File: config.mk
export PLATFORM = sky130hd
export DESIGN_NAME = handshake_fifo_flat
export DESIGN_NICKNAME = d
export VERILOG_FILES = /design/src/rtl/handshake_fifo_pkg.sv /design/src/rtl/handshake_if.sv /design/src/rtl/handshake_fifo.sv /design/src/flat_wrapper.sv
export SDC_FILE = /design/constraint.sdc
export NUM_CORES = 1
export LEC_CHECK = 0
export BUFFER_PORTS_ARGS = -buffer_cell sky130_fd_sc_hd__buf_4
export CAP_MARGIN = 10
export CORE_UTILIZATION = 35
export CTS_BUF_LIST = sky130_fd_sc_hd__clkbuf_4 sky130_fd_sc_hd__clkbuf_8 sky130_fd_sc_hd__clkbuf_16
export DETAILED_ROUTE_END_ITERATION = 8
export SLEW_MARGIN = 0
export SYNTH_ARGS = -nofsm -noshare
export SYNTH_HDL_FRONTEND = slang
export SYNTH_SLANG_ARGS = --single-unit
File: constraint.sdc
create_clock -name clk -period 6 [get_ports clk]
set_input_delay 0.6 -clock clk [delete_from_list [all_inputs] [get_ports clk]]
set_output_delay 0.6 -clock clk [all_outputs]
set_load 0.02 [all_outputs]
File: src/rtl/handshake_fifo_pkg.sv
// Shared handshake payload types and limits used by the handshake interface and
// every block built on it.
package handshake_fifo_pkg;

  typedef logic [31:0] word_t;

  localparam int unsigned HS_MIN_DEPTH = 2;
  localparam int unsigned HS_MAX_DEPTH = 64;

endpackage

File: src/rtl/handshake_if.sv
// Valid/ready handshake bundle. The sender drives valid and data, and the
// receiver drives ready.
interface handshake_if
  import handshake_fifo_pkg::*;
#(
  parameter type T = word_t
) ();

  logic valid;
  logic ready;
  T     data;

  modport sender   (output valid, output data, input  ready);
  modport receiver (input  valid, input  data, output ready);

endinterface

File: src/rtl/handshake_fifo.sv
// Registered-output valid/ready FIFO with a flush input. It sustains one push and
// one pop per cycle, and the pointers wrap correctly for depths that are not
// powers of two.
module handshake_fifo
  import handshake_fifo_pkg::*;
#(
  parameter type T     = word_t,
  parameter int  DEPTH = 4
) (
  input  logic                       clk,
  input  logic                       rst,
  input  logic                       flush,
  handshake_if.receiver              in_if,
  handshake_if.sender                out_if,
  output logic [$clog2(DEPTH+1)-1:0] count
);

  localparam int PW = (DEPTH > 1) ? $clog2(DEPTH) : 1;
  localparam int CW = $clog2(DEPTH+1);

  localparam logic [CW-1:0] FULL_COUNT = CW'(DEPTH);
  localparam logic [PW-1:0] LAST_PTR   = PW'(DEPTH-1);

  if (DEPTH < int'(HS_MIN_DEPTH) || DEPTH > int'(HS_MAX_DEPTH)) begin : g_bad_depth
    $error("handshake_fifo: DEPTH must be in 2..64");
  end

  T              mem [DEPTH];
  logic [PW-1:0] wr_ptr;
  logic [PW-1:0] rd_ptr;
  logic          not_full;
  logic          not_empty;
  logic          push;
  logic          pop;

  // Handshake flags come only from the count register, so neither side sees a
  // combinational path from the other.
  assign not_full  = (count != FULL_COUNT);
  assign not_empty = (count != '0);

  assign in_if.ready  = not_full;
  assign out_if.valid = not_empty;
  assign out_if.data  = mem[rd_ptr];

  assign push = in_if.valid && not_full;
  assign pop  = out_if.ready && not_empty;

  function automatic logic [PW-1:0] ptr_next(input logic [PW-1:0] p);
    return (p == LAST_PTR) ? '0 : p + 1'b1;
  endfunction

  always_ff @(posedge clk) begin
    if (rst || flush) begin
      wr_ptr <= '0;
      rd_ptr <= '0;
      count  <= '0;
    end else begin
      if (push) wr_ptr <= ptr_next(wr_ptr);
      if (pop)  rd_ptr <= ptr_next(rd_ptr);
      case ({push, pop})
        2'b10:   count <= count + 1'b1;
        2'b01:   count <= count - 1'b1;
        default: count <= count;
      endcase
    end
  end

  // Storage has no reset. An entry is valid only while count covers it.
  always_ff @(posedge clk) begin
    if (push && !rst && !flush) mem[wr_ptr] <= in_if.data;
  end

endmodule
File: src/flat_wrapper.sv
// flat-port wrapper written by rule: the top's interface ports become plain ports
module handshake_fifo_flat import handshake_fifo_pkg::*;
#(
  parameter type T     = word_t,
  parameter int  DEPTH = 4
)
  (clk, rst, flush, count, in_if_valid, in_if_data, in_if_ready, out_if_valid, out_if_data, out_if_ready);
  handshake_if #(.T(T)) in_if_i ();
  handshake_if #(.T(T)) out_if_i ();
  input  logic clk;
  input  logic rst;
  input  logic flush;
  output logic [$clog2(DEPTH+1)-1:0] count;
  input wire logic [$bits(in_if_i.valid)-1:0] in_if_valid;
  input wire logic [$bits(in_if_i.data)-1:0] in_if_data;
  output wire logic [$bits(in_if_i.ready)-1:0] in_if_ready;
  output wire logic [$bits(out_if_i.valid)-1:0] out_if_valid;
  output wire logic [$bits(out_if_i.data)-1:0] out_if_data;
  input wire logic [$bits(out_if_i.ready)-1:0] out_if_ready;
  assign in_if_i.valid = in_if_valid;
  assign in_if_i.data = in_if_data;
  assign in_if_ready = in_if_i.ready;
  assign out_if_valid = out_if_i.valid;
  assign out_if_data = out_if_i.data;
  assign out_if_i.ready = out_if_ready;
  handshake_fifo #(.T(T), .DEPTH(DEPTH)) u_core (.clk(clk), .rst(rst), .flush(flush), .in_if(in_if_i), .out_if(out_if_i), .count(count));
endmodule
# Word-level counts from Yosys, hierarchy flattened
# Memory sizes are Yosys's and may differ from the RTL's. A register that Yosys moved wholly into a read port is not among the register bits.
# Cells that the tools add are included.
# op_classes
n_addsub	4
eq_ne	5
n_mux	7
reduce_logical	9
# ops
cell	count
2-bit 2-to-1 mux	4
2-bit equality test, second input constant	3
3-bit case mux with 2 select lines	1
2-bit by 1-bit adder with 2-bit output, second input constant	2
1-bit logical AND	4
3-bit by 1-bit adder with 3-bit output, second input constant	1
3-bit != test, second input constant	1
3-bit nonzero test	1
3-bit by 1-bit subtractor with 3-bit output, second input constant	1
2-bit by 1-bit equality test with 1-bit output, second input constant	1
1-bit logical NOT	2
1-bit 2-to-1 mux	2
2-bit nonzero test	1
1-bit logical OR	1
# word_totals
ff_bits	7
ram_bits	128
input_bits	37
out_inout_bits	37
memories	1
# memory_table
memory	depth	width	read_ports	rd_clocked_by_memory_dff	wr	line_no	source
u_core.mem	4	32	1	1	1	handshake_fifo.sv:28	T mem [DEPTH];

# Depth between registers and ports, before layout
# logic_depth
word_depth	6
ltp_mapped	10
ltp_nobuf	9

# Least setup slack after synthesis
# Ideal clock, no wire load.
# synth_path
path_kind	reg2reg
from	reg u_core.count[2]
to	reg u_core.count[2]
arrival_time_ns	2.513
setup_slack_ns	3.417
stages_incl_launch_ff	11
path_buffers	1
cell_sequence	dfxtp_1 > or3b_4 > and2_4 > buf_6 > inv_1 > ha_1 > inv_1 > fa_1 > xor2_1 > or3_2 > a21oi_1
# synth_via
elab_chain_len	4
# synth_lines
item	line_no	source
from (decl)	handshake_fifo.sv:15	output logic [$clog2(DEPTH+1)-1:0] count
from (signal assigned)	handshake_fifo.sv:61	2'b10: count <= count + 1'b1;
from (signal assigned)	handshake_fifo.sv:62	2'b01: count <= count - 1'b1;
from (signal assigned)	handshake_fifo.sv:63	default: count <= count;
3-bit != test *	handshake_fifo.sv:38	assign not_full = (count != FULL_COUNT);
net in_if_ready	flat_wrapper.sv:16	output wire logic [$bits(in_if_i.ready)-1:0] in_if_ready;
1-bit logical AND *	handshake_fifo.sv:45	assign push = in_if.valid && not_full;
2-bit by 1-bit equality test with 1-bit output or 2-bit equality test (tied branches)	handshake_fifo.sv:60	case ({push, pop})
3-bit case mux with 2 select lines or 2-bit nonzero test (tied branches)	-	
# Mark *: on every way through the listed nets, which the timed path passes. The rest lies on a longest branch.
# A chain may end at the register's enable or synchronous reset.

==> impl_metrics.tcl <==
set metrics [dict create \
    status "finished, final reports clean" \
    fin_util 0.463 \
    gr-total-overflow 0 \
    antenna_found_initial 0 \
    ys_warn_count 0 \
    setup_viol 0 \
    finalCritPeriodShare 0.484 \
    cp_max_fo 18 \
    cp_slowest_cell "dfxtp_2" \
    start_util 0.364 \
    pre_cts_ws_ps 3450 \
    clock-sinks 137 \
    relSlewSlack 0.387 \
    rsz0062_at_grt "no" \
    worstMarginPinSlew_ps 919 \
    synth_top_area_cell "edfxtp_1" \
    synth_edf_count 128 \
    yosysSeqAreaShare 0.788 \
    cp_num_buf_inv 2 \
    firstDrtPassIters 4 \
    crit_type "register to primary output" \
    die_width_um 123 \
    cts_setup_buffers 0 \
    synth_ff_type "edfxtp_1" \
    cp.arrival_ps 2310 \
    via_per_inst 4.82 \
    yosysMostFrequentCell "edfxtp_1" \
    clk_pin_slew_worst_paths_ps 60 \
    ctsHoldBuffers 0 \
    hold_viol_final 0 \
    num_antenna_cells 0 \
    max_freq_mhz 344 \
    nFillCells 1170 \
    drt_iter0_drc 177 \
    max_stage_delay_ps 690 \
    synth_top_area_frac 0.752 \
    io_pins 74 \
    final_layout_size_suffix_gt1_frac 0.464 \
    ys_types 26 \
    post_cts_resized 0 \
    synthToLayoutAreaGrowth_pct 27.3 \
    grt_pass1_wl_um 13700 \
    synth_area_per_cell_um2 23.0 \
    finalSetupTns_ps 0 \
    clkLatencyLatePin_ps 410 \
    end_kind "primary output" \
    cts_tree "yes" \
    reg2reg_slack_ps 3540 \
    cts.path.max_buffers 2 \
    setup_slack_ps 3090 \
    skew_ps 4.52 \
    path_cells "buf_4, mux4_2, buf_4" \
    grt_usage 0.130 \
    ctsRootBufferMaster "clkbuf_16" \
    netlist_instances 222 \
    via_count 2404 \
    async_flop_share 0 \
    ys_ff_latch 137 \
    cellPowerDensity_mw_per_mm2 353 \
    dieArea_mm2 0.0151 \
    power_leakage_nw 2.21 \
    peakVddDrop_mv 0.394 \
    core_mm2 0.0140 \
    gp_congestion 0.718 \
    syn-num-nets 266 \
    nets 350 \
    min_path_type "input port to register" \
    drtAntennaViolNets 0 \
    crit_top_cell "buf_4" \
    slew_viol_final 0 \
    yosys-top-cells-area "edfxtp_1, mux4_2, dfxtp_1, ha_1, inv_1" \
    wl_per_cell_um 17.7 \
    maxCapViolations 0 \
    wl_um 8850 \
    hpwlAfterDp_um 5240 \
    die_h_um 123 \
    worst_path_dominant_cell_family "flip-flops" \
    netlist_area_mm2 0.00511 \
    grt_max_degree 33 \
    grt_pass1_vias 2549 \
    rows 43 \
    synth_common_cells "edfxtp_1, mux4_2, dfxtp_1" \
    cts_max_level 4 \
    period_minus_slack_ps 2910 \
    cts_buffers 17 \
    drc 0 \
    start_kind "register" \
    numPortBuffers 73 \
    required_ps 5400 \
]
==> sequential cells by signal, summed over array words and instances (netlist names), named ones only <==
register and flops:
u_core.mem 128, u_core.count 3, u_core.wr_ptr 2, u_core.rd_ptr 2
==> cell type report <==
cell class,instances,area (um^2),area share
timing repair buffer,74,556,0.0855
tap,180,225,0.0346
sequential,137,4030,0.619
clock buffer,17,425,0.0654
multi-input combinational,69,1010,0.156
inverter,7,26.3,0.00404
clock inverter,15,230,0.0354
==> cell families (layout without fill, tap and decap cells) <==
kind of cell / Yosys count / after routing / share of synthesized area
flops: 137 / 137 / 0.788
mux: 32 / 32 / 0.141
simple gates: 20 / 20 / 0.0228
buf+inv: 16 / 113 / 0.0152
compound gates: 8 / 8 / 0.0113
fa+ha+maj: 7 / 7 / 0.0186
xor+xnor: 2 / 2 / 0.00343
==> worst paths after layout <==
check | start | endpoint | cells past startpoint
hold reg to reg | u_core.rd_ptr[0] | register | 2
setup reg to reg | u_core.count[2] | u_core.count[2] | 9
setup / recovery | register | out_if_data[2] | 3
hold / removal | in_if_data[1] | u_core.mem[0][1] | 1
==> routing by layer <==
| metal | wire [um] | track usage | up-vias |
|---|---|---|---|
| met5 | 0 | 0 | - |
| met4 | 106 | 0.0503 | 0 |
| met3 | 540 | 0.0548 | 10 |
| met2 | 4500 | 0.214 | 67 |
| met1 | 3700 | 0.152 | 1239 |
| li1 | - | - | 1088 |
==> power by group <==
group	switching [W]	internal (W)
combinational	0.0000459	0.0000442
sequential	0.00000524	0.00106
clock	0.000372	0.000772
total	0.000423	0.00187
==> stage by stage <==
step / total power [W] / area [um^2] / cells / hold WS (ps)
after floorplan: 0.00112 / 5110 / 222 / 463
after global placement: 0.00117 / 5850 / 467 / 474
after detailed placement: 0.00117 / 5850 / 467 / 480
after CTS: 0.00232 / 6500 / 499 / 369
after global routing: 0.00236 / 6500 / 499 / 369
final: 0.00230 / 6500 / 499 / 388
==> worst register-to-register path, stage by stage (launching register included) <==
cell and delay, ps:
dfxtp_1 390, or3b_4 430, and2_4 200, inv_1 60
ha_1 170, inv_1 60, fa_1 370, xor2_1 160
or3_2 410, a21oi_1 150
==> cell usage in the layout, fill, tap and decap left out, types with 3 or more instances in the layout <==
cell | Yosys | final
buf_4 | 2 | 74
inv_1 | 7 | 7
nor2_1 | 5 | 5
clkinv_2 | 0 | 3
bufinv_16 | 0 | 6
a21oi_1 | 3 | 3
dfxtp_1 | 9 | 7
edfxtp_1 | 128 | 128
clkinv_1 | 0 | 3
mux4_2 | 32 | 32
and3_2 | 0 | 4
clkbuf_16 | 0 | 17
ha_1 | 6 | 6
No activity file was read; power rests on OpenSTA's default activity.
